## config.mk

```make
export PLATFORM = sky130hd
export DESIGN_NAME = lookup_stage
export DESIGN_NICKNAME = d
export VERILOG_FILES = /design/src/rtl/lookup_pkg.sv /design/src/rtl/lookup_node_cmp.sv /design/src/rtl/lookup_stage.sv
export SDC_FILE = /design/constraint.sdc
export NUM_CORES = 1
export LEC_CHECK = 0
export CAP_MARGIN = 15
export CORE_MARGIN = 2
export CORE_UTILIZATION = 30
export DETAILED_ROUTE_END_ITERATION = 10
export DONT_BUFFER_PORTS = 1
export GPL_TIMING_DRIVEN = 0
export HOLD_SLACK_MARGIN = 0.05
export PLACE_DENSITY = 0.55
export SYNTH_ARGS = -nofsm -noshare
export SYNTH_HDL_FRONTEND = slang
export SYNTH_SLANG_ARGS = --single-unit
```

## constraint.sdc

```tcl
create_clock -name clk -period 15.3 [get_ports clk]
set_input_delay 0.765 -clock clk [delete_from_list [all_inputs] [get_ports clk]]
set_output_delay 0.765 -clock clk [all_outputs]
set_load 0.02 [all_outputs]
```

## src/rtl/lookup_pkg.sv

```systemverilog
`default_nettype none
// ============================================================================
// Module      : lookup_pkg
// Description : Shared definitions for the pipelined tree lookup. Node word
//               field placement (also used by the BRAM init scripts) and the
//               lookup bundle carried between levels at the default widths.
// Revision    : 1.0 - initial release
// ============================================================================
package lookup_pkg;

    // Default widths of the production tree
    localparam int LK_KEY    = 32;
    localparam int LK_ADDR   = 10;
    localparam int LK_RESULT = 16;

    // Node word layout: [KEY-1:0] pivot, [KEY+RESULT-1:KEY] result,
    // [KEY+RESULT] leaf_match; anything above is ignored.
    localparam int PIVOT_LSB  = 0;
    localparam int RESULT_LSB = LK_KEY;
    localparam int LEAF_BIT   = LK_KEY + LK_RESULT;

    // Same layout for arbitrary widths
    function automatic int result_lsb(input int key_w);
        return key_w;
    endfunction

    function automatic int leaf_bit(input int key_w, input int result_w);
        return key_w + result_w;
    endfunction

    typedef struct packed {
        logic                 valid;
        logic [LK_KEY-1:0]    key;
        logic [LK_ADDR-1:0]   addr;
        logic                 found;
        logic [LK_RESULT-1:0] result;
    } lookup_t;

endpackage
`default_nettype wire

```

## src/rtl/lookup_node_cmp.sv

```systemverilog
`default_nettype none
// ============================================================================
// Module      : lookup_node_cmp
// Description : Combinational node evaluation for one tree level. Produces
//               the branch direction and the running match/result.
//   i_key, i_pivot        search key and node pivot
//   i_node_result         result stored in the node
//   i_leaf_match          node may terminate the search on key == pivot
//   i_found, i_result     match state from earlier levels
//   o_dir                 1 = right child (key >= pivot)
//   o_found, o_result     match state after this level
// Revision    : 1.0 - initial release
// ============================================================================
module lookup_node_cmp #(
    parameter int KEY    = 32,
    parameter int RESULT = 16
) (
    input  logic [KEY-1:0]    i_key,
    input  logic [KEY-1:0]    i_pivot,
    input  logic [RESULT-1:0] i_node_result,
    input  logic              i_leaf_match,
    input  logic              i_found,
    input  logic [RESULT-1:0] i_result,
    output logic              o_dir,
    output logic              o_found,
    output logic [RESULT-1:0] o_result
);

    // Once a lookup has matched, its walk down the remaining levels is pinned
    // to the left child so later levels see a deterministic address.
    always_comb begin
        o_found  = i_found;
        o_result = i_result;
        o_dir    = 1'b0;
        if (!i_found) begin
            if (i_leaf_match && (i_key == i_pivot)) begin
                o_found  = 1'b1;
                o_result = i_node_result;
            end else begin
                o_dir = (i_key >= i_pivot);
            end
        end
    end

endmodule
`default_nettype wire

```

## src/rtl/lookup_stage.sv

```systemverilog
`default_nettype none
// ============================================================================
// Module      : lookup_stage
// Description : One level of the pipelined tree lookup. Reads the level's
//               node from BRAM port A, compares key vs pivot and emits the
//               child address {in_addr, dir}. Table updates are registered
//               once and issued on BRAM port B. Fixed latency of 2 cycles,
//               no backpressure.
//   clk, rst              clock, asynchronous active-high reset
//   in_*                  lookup from the previous level
//   out_*                 lookup to the next level
//   mem_a_addr/mem_a_dout BRAM read port (1-cycle read latency)
//   upd_*                 table write request from the control path
//   mem_b_*               BRAM write port
// Revision    : 1.0 - initial release
// ============================================================================
module lookup_stage
    import lookup_pkg::*;
#(
    parameter int STAGE_ID = 0,
    parameter int ADDR     = 10,
    parameter int DATA     = 72,
    parameter int KEY      = 32,
    parameter int RESULT   = 16
) (
    input  logic              clk,
    input  logic              rst,
    input  logic              in_valid,
    input  logic [KEY-1:0]    in_key,
    input  logic [ADDR-1:0]   in_addr,
    input  logic              in_found,
    input  logic [RESULT-1:0] in_result,
    output logic              out_valid,
    output logic [KEY-1:0]    out_key,
    output logic [ADDR:0]     out_addr,
    output logic              out_found,
    output logic [RESULT-1:0] out_result,
    output logic [ADDR-1:0]   mem_a_addr,
    input  logic [DATA-1:0]   mem_a_dout,
    input  logic              upd_valid,
    input  logic [ADDR-1:0]   upd_addr,
    input  logic [DATA-1:0]   upd_data,
    output logic              mem_b_wr,
    output logic [ADDR-1:0]   mem_b_addr,
    output logic [DATA-1:0]   mem_b_din
);

    localparam int c_RES_LSB = result_lsb(KEY);
    localparam int c_LEAF    = leaf_bit(KEY, RESULT);
    localparam int c_NODE_W  = c_LEAF + 1;

    // ------------------------------------------------------------------
    // Elaboration-time parameter sanity
    // ------------------------------------------------------------------
    if (DATA < c_NODE_W) begin : g_bad_data_w
        $error("lookup_stage: DATA too narrow for KEY+RESULT+1");
    end
    if (STAGE_ID < 0) begin : g_bad_stage_id
        $error("lookup_stage: STAGE_ID must be non-negative");
    end

    // Upper node bits carry no meaning for the lookup
    if (DATA > c_NODE_W) begin : g_dout_pad
        logic w_unused_dout;
        assign w_unused_dout = &{1'b0, mem_a_dout[DATA-1:c_NODE_W]};
    end

    // ------------------------------------------------------------------
    // Update path: one register stage straight onto port B
    // ------------------------------------------------------------------
    logic            r_upd_wr;
    logic [ADDR-1:0] r_upd_addr;
    logic [DATA-1:0] r_upd_data;

    always_ff @(posedge clk or posedge rst) begin
        if (rst) begin
            r_upd_wr   <= 1'b0;
            r_upd_addr <= '0;
            r_upd_data <= '0;
        end else begin
            r_upd_wr   <= upd_valid;
            r_upd_addr <= upd_addr;
            r_upd_data <= upd_data;
        end
    end

    assign mem_b_wr   = r_upd_wr;
    assign mem_b_addr = r_upd_addr;
    assign mem_b_din  = r_upd_data;
    assign mem_a_addr = in_addr;

    // A write on port B to the address being read this edge: the BRAM
    // returns the old word, so the new node is captured and forwarded.
    logic w_collide;
    assign w_collide = r_upd_wr && (r_upd_addr == in_addr);

    // ------------------------------------------------------------------
    // Stage 1: lookup fields aligned with the BRAM read latency
    // ------------------------------------------------------------------
    logic                r_s1_valid;
    logic [KEY-1:0]      r_s1_key;
    logic [ADDR-1:0]     r_s1_addr;
    logic                r_s1_found;
    logic [RESULT-1:0]   r_s1_result;
    logic                r_s1_fwd;
    logic [c_NODE_W-1:0] r_s1_fwd_node;

    always_ff @(posedge clk or posedge rst) begin
        if (rst) begin
            r_s1_valid    <= 1'b0;
            r_s1_key      <= '0;
            r_s1_addr     <= '0;
            r_s1_found    <= 1'b0;
            r_s1_result   <= '0;
            r_s1_fwd      <= 1'b0;
            r_s1_fwd_node <= '0;
        end else begin
            r_s1_valid    <= in_valid;
            r_s1_key      <= in_key;
            r_s1_addr     <= in_addr;
            r_s1_found    <= in_found;
            r_s1_result   <= in_result;
            r_s1_fwd      <= w_collide;
            r_s1_fwd_node <= r_upd_data[c_NODE_W-1:0];
        end
    end

    // ------------------------------------------------------------------
    // Compare
    // ------------------------------------------------------------------
    logic [c_NODE_W-1:0] w_node;
    logic                w_dir;
    logic                w_found;
    logic [RESULT-1:0]   w_result;

    assign w_node = r_s1_fwd ? r_s1_fwd_node : mem_a_dout[c_NODE_W-1:0];

    lookup_node_cmp #(
        .KEY    (KEY),
        .RESULT (RESULT)
    ) u_cmp (
        .i_key         (r_s1_key),
        .i_pivot       (w_node[PIVOT_LSB +: KEY]),
        .i_node_result (w_node[c_RES_LSB +: RESULT]),
        .i_leaf_match  (w_node[c_LEAF]),
        .i_found       (r_s1_found),
        .i_result      (r_s1_result),
        .o_dir         (w_dir),
        .o_found       (w_found),
        .o_result      (w_result)
    );

    // ------------------------------------------------------------------
    // Output register; payload holds while no lookup is presented
    // ------------------------------------------------------------------
    always_ff @(posedge clk or posedge rst) begin
        if (rst) begin
            out_valid  <= 1'b0;
            out_key    <= '0;
            out_addr   <= '0;
            out_found  <= 1'b0;
            out_result <= '0;
        end else begin
            out_valid <= r_s1_valid;
            if (r_s1_valid) begin
                out_key    <= r_s1_key;
                out_addr   <= {r_s1_addr, w_dir};
                out_found  <= w_found;
                out_result <= w_result;
            end
        end
    end

endmodule
`default_nettype wire

```

==> summary by stage <==
Clock tree
At the later pin of the worst-skew pair, clock insertion delay measures approximately 0.55 ns. In this run the number of H-tree levels came out at 1. The clock slew at the register clock pins of the worst setup and hold paths is 0.06 ns. The cell chosen for the clock root is sky130_fd_sc_hd__clkbuf_16.

Once the clock tree was built, the resizer swapped 0 gates to a different size. The number of buffers added for setup after CTS is 0. In this run, post-CTS hold repair placed 0 buffers. Counting the buffers created by CTS gives 27.

The clock passes through at most 3 buffers. The tree built by TritonCTS fans out to around 250 sinks. The clock tree from TritonCTS is yes.

Timing
The total count of max-transition violations in the final report came to 0. For the pin with the worst max-slew slack, the measured transition is 1.010 ns. The setup skew after layout is 0.02614 ns. Setup repair after global routing left no endpoint under its margin. The minimum clock period after layout is roughly 5.0 ns. The total count of hold-check failures in the final report was 0. Setup violations remaining at the end of the flow were counted as 0. The headroom to the max-slew limit is 32.64%.

The setup TNS is 0 ns. After layout, the worst path uses 32.72% of the clock period. Static timing analysis puts the maximum clock frequency at 0.1998 GHz.

Outcome
The flow ran to the end, and the final reports show no timing, DRC or antenna violations.

Power
IR analysis of the VDD net gives a maximum drop of about 0.085 mV. The clock share of power is 42.9%. The switching portion of total power is 24.42%.

Summed over all nets, the switching power comes to 0.3608 mW. In this run, the combinational gates consume 4.6% of the power. The standby leakage power is between 4 and 5 nW. The internal power of the cells totals 1.117 mW.

Total power for the finished layout comes to 1.478 mW. The share of total power dissipated in sequential elements is 52.5%. In this run the power density over the cells is 146.1 mW/mm^2.

Layout
The net count reported at finish is 784. Registers take 0.006356 sq mm. Summing all multi-input logic gate instances after layout gives around 0.0022 sq mm.

From synthesis to final layout, the design area changed by 16.30%. The finished layout holds 939 standard cells, fillers aside. Once layout is complete, the utilization of the core stands at 35.34%.

Of the cells placed in the final design, the portion with a size suffix greater than 1 is 23.24%. The number of diodes is 0. Fill cells in the final layout number 2670.

Floorplan
The number of placement rows is between 60 and 70. The floorplan step defined a die boundary enclosing 0.03038 sq mm. The floorplan step set the die width to 174.3 um. The core area is 0.02863 sq mm. The die is 174.3 um tall. Once the floorplan was initialized, standard cells occupied about 30% of the core. During I/O placement, the number of pins put on the boundary was 371.

Synthesis
The post-synthesis cell type with the largest combined area is sky130_fd_sc_hd__dfrtp_1. The number of distinct library cell variants in the gate-level netlist after synthesis is 35. Counting flops and latches in the post-synthesis netlist gives 254. The cell area after synthesis is ~0.0087 sq mm. After synthesis, the most frequently instantiated cells are sky130_fd_sc_hd__dfrtp_1, sky130_fd_sc_hd__mux2_2, sky130_fd_sc_hd__ha_1, sky130_fd_sc_hd__mux2i_1, sky130_fd_sc_hd__mux2_1. The count of flip-flops with a built-in enable after synthesis is 0.

The library cell with the highest instance count after synthesis is sky130_fd_sc_hd__dfrtp_1. The number of cells produced by synthesis is 504. Of the synthesized area, sequential elements account for 73.06%. Counting flops with an async set or reset pin after synthesis yields a share of 100.0%.

After synthesis, the cell types taking the most area are sky130_fd_sc_hd__dfrtp_1, sky130_fd_sc_hd__mux2_2, sky130_fd_sc_hd__ha_1, sky130_fd_sc_hd__mux2i_1, sky130_fd_sc_hd__mux2_1. The most used flip-flop cell after synthesis is sky130_fd_sc_hd__dfrtp_1. The yosys synthesis warning count is 0. When the netlist entered floorplanning its net count stood at 753. The synthesized area divided by synthesized cell count is 17.26 sq um. The area share of the largest cell type after synthesis is 73.06%.

Route
Once detail routing completed, the nets flagged for antenna violations numbered 0. The via count normalized by instance count is 4.532. Wires add up to between 20000 and 25000 um.

For this run, design rule violations remaining after detail routing come to 0. Dividing the detail-routed wire length by the instance count gives 22.19 um. The total iterations of the first detailed-routing run is 4. The detailed router placed 4256 vias in this run. The DRC violation total after the first TritonRoute iteration is roughly 140.

Place
The weighted congestion reported at the end of routability-driven placement is 0.7915. Detailed placement ended at an HPWL of 15730 um. The count of buffers added on input and output ports is 0.

The post-placement cell count is just under 900.

Setup path
The number of buffers and inverters on the critical path is 4. On the worst path, the slowest cell contributes a delay of between 0.8 and 0.9 ns. For this design, the slowest cell found on the critical path is sky130_fd_sc_hd__clkbuf_1. The source of the worst register-to-register timing path is r_s1_fwd.

At the worst endpoint, the arrival time is 5.41 ns. The family with the most delay on the worst path is buffers and inverters. For the worst flop-to-flop path, the logic depth is 11. The startpoint-to-endpoint class of the critical path is flop to flop.

The worst endpoint required time is approximately 16 ns. The worst setup path is launched from a flop. The kind of capture point of the worst setup path is a flop.

The signal on the critical path passes through clkbuf_1 -> buf_1 -> clkbuf_1 -> mux2i_1 -> ha_1 -> nand4_1 -> or4_1 -> nor4_4 -> buf_6 -> mux2_1 -> mux2_1. In this run the critical register-to-register path is captured at out_result[15]. The number of stages on the worst setup path is 11.

The worst-path maximum fanout is 10. In this run the register-to-register setup slack is between 10 and 15 ns.

Global routing
The initial antenna violation count is 7. Entering global routing, the biggest net connects 94 pins. The via count of the first global-routing pass is between 4000 and 5000. The overall fraction of global-route tracks in use is approximately an eighth.

The met2 track demand over resource in global routing is 23.36%. The global routing stage identified its most utilized layer as met2. In the global route stage, met3 resource usage came out at just over 6%. Global routing finished with a remaining overflow of 0. The first global-routing pass estimated 30520 um of wire. For this run, global-route usage on met1 was measured as between 10 and 15%.

Job
The max-capacitance violation count is 0.

Worst hold path
The worst min-delay path category is input port to asynchronous set/reset pin.
==> power groups by stage <==
stage	sequential (mW)	clock (mW)	combinational, mW
final	0.777	0.634	0.0673
after global placement	0.789	0	0.0651
after floorplan	0.776	0	0.0532
after global routing	0.781	0.684	0.0767
after CTS	0.778	0.656	0.0699
after detailed placement	0.790	0	0.0697
==> through the flow <==
step | area, sq um | hold slack, ns | setup slack (ns)
CTS | 10120 | 0.1415 | 10.11
detailed placement | 9243 | 0.3661 | 10.15
finish | 10120 | 0.1242 | 10.29
global route | 10120 | 0.1585 | 9.924
floorplan | 8700 | 0.3519 | 7.550
global placement | 9180 | 0.3740 | 5.453
==> how the worst max path moves through the flow <==
stage | from | to | slack [ns]
2_1_floorplan | rst | mem_b_addr[0] | 7.55
3_3_place_gp | rst | r_s1_fwd_node[24] | 5.45
3_5_place_dp | r_s1_fwd | out_result[3] | 10.15
4_1_cts | r_s1_fwd | out_result[15] | 10.11
5_1_grt | r_s1_fwd | out_result[4] | 9.92
6_report | r_s1_fwd | out_result[15] | 10.29
==> worst reg2reg max path: stages (launching register included) <==
cell and delay [ns]:
sky130_fd_sc_hd__dfrtp_1 0.32, sky130_fd_sc_hd__clkbuf_1 0.26, sky130_fd_sc_hd__buf_1 0.57, sky130_fd_sc_hd__clkbuf_1 0.82, sky130_fd_sc_hd__mux2i_1 0.19, sky130_fd_sc_hd__ha_1 0.36
sky130_fd_sc_hd__nand4_1 0.18, sky130_fd_sc_hd__or4_1 0.66, sky130_fd_sc_hd__nor4_4 0.60, sky130_fd_sc_hd__buf_6 0.26, sky130_fd_sc_hd__mux2_1 0.33, sky130_fd_sc_hd__mux2_1 0.30
==> state kept, by name, indices dropped and copies added (netlist names) <==
register,count
mem_b_addr,10
mem_b_din,72
mem_b_wr,1
out_addr,11
out_found,1
out_key,32
out_result,16
out_valid,1
r_s1_addr,10
r_s1_found,1
r_s1_fwd,1
r_s1_fwd_node,49
r_s1_key,32
r_s1_result,16
r_s1_valid,1
==> placed cells by master (no fill, tap or decap), drive strengths merged, types with 2 or more instances in the layout <==
master | synthesis | routed
a21o | 2 | 2
a21oi | 11 | 11
buf | 13 | 15
clkbuf | 11 | 51
clkinv | 0 | 5
clkinvlp | 0 | 2
dfrtp | 254 | 254
ha | 32 | 32
inv | 4 | 5
mux2 | 91 | 91
mux2i | 32 | 32
nand2 | 6 | 6
nand2b | 2 | 2
nand3 | 2 | 2
nand4 | 10 | 10
nor3 | 2 | 2
nor4 | 2 | 2
o21a | 2 | 2
o21ai | 5 | 5
or4 | 2 | 2
xnor2 | 10 | 10
==> kinds of logic (layout without fill, tap and decap cells) <==
group	count (synthesis)	count (layout)	share of synthesized area (%)
buffers and inverters	28	79	1.726
flip-flops	254	254	73.06
XOR/XNOR	10	10	1.007
AO/OA/AOI/OAI	29	29	2.143
adder cells (fa/ha/maj)	32	32	4.602
multiplexers	123	123	15.46
AND/OR/NAND/NOR	28	28	1.999
==> layer usage <==
metal / vias up / share of wire, %
met5: - / 0.45
met4: 14 / 3.0
met3: 46 / 11
met2: 223 / 51
met1: 2142 / 35
li1: 1831 / -
==> final cells by class <==
class	instances	area share, %
sequential	254	62.82
clock inverter	9	0.8904
timing repair buffer	2	0.5442
tap	384	4.749
buffer	24	1.336
multi-input combinational	222	21.68
inverter	4	0.2226
clock buffer	40	7.754
No activity file was read; power rests on OpenSTA's default activity.
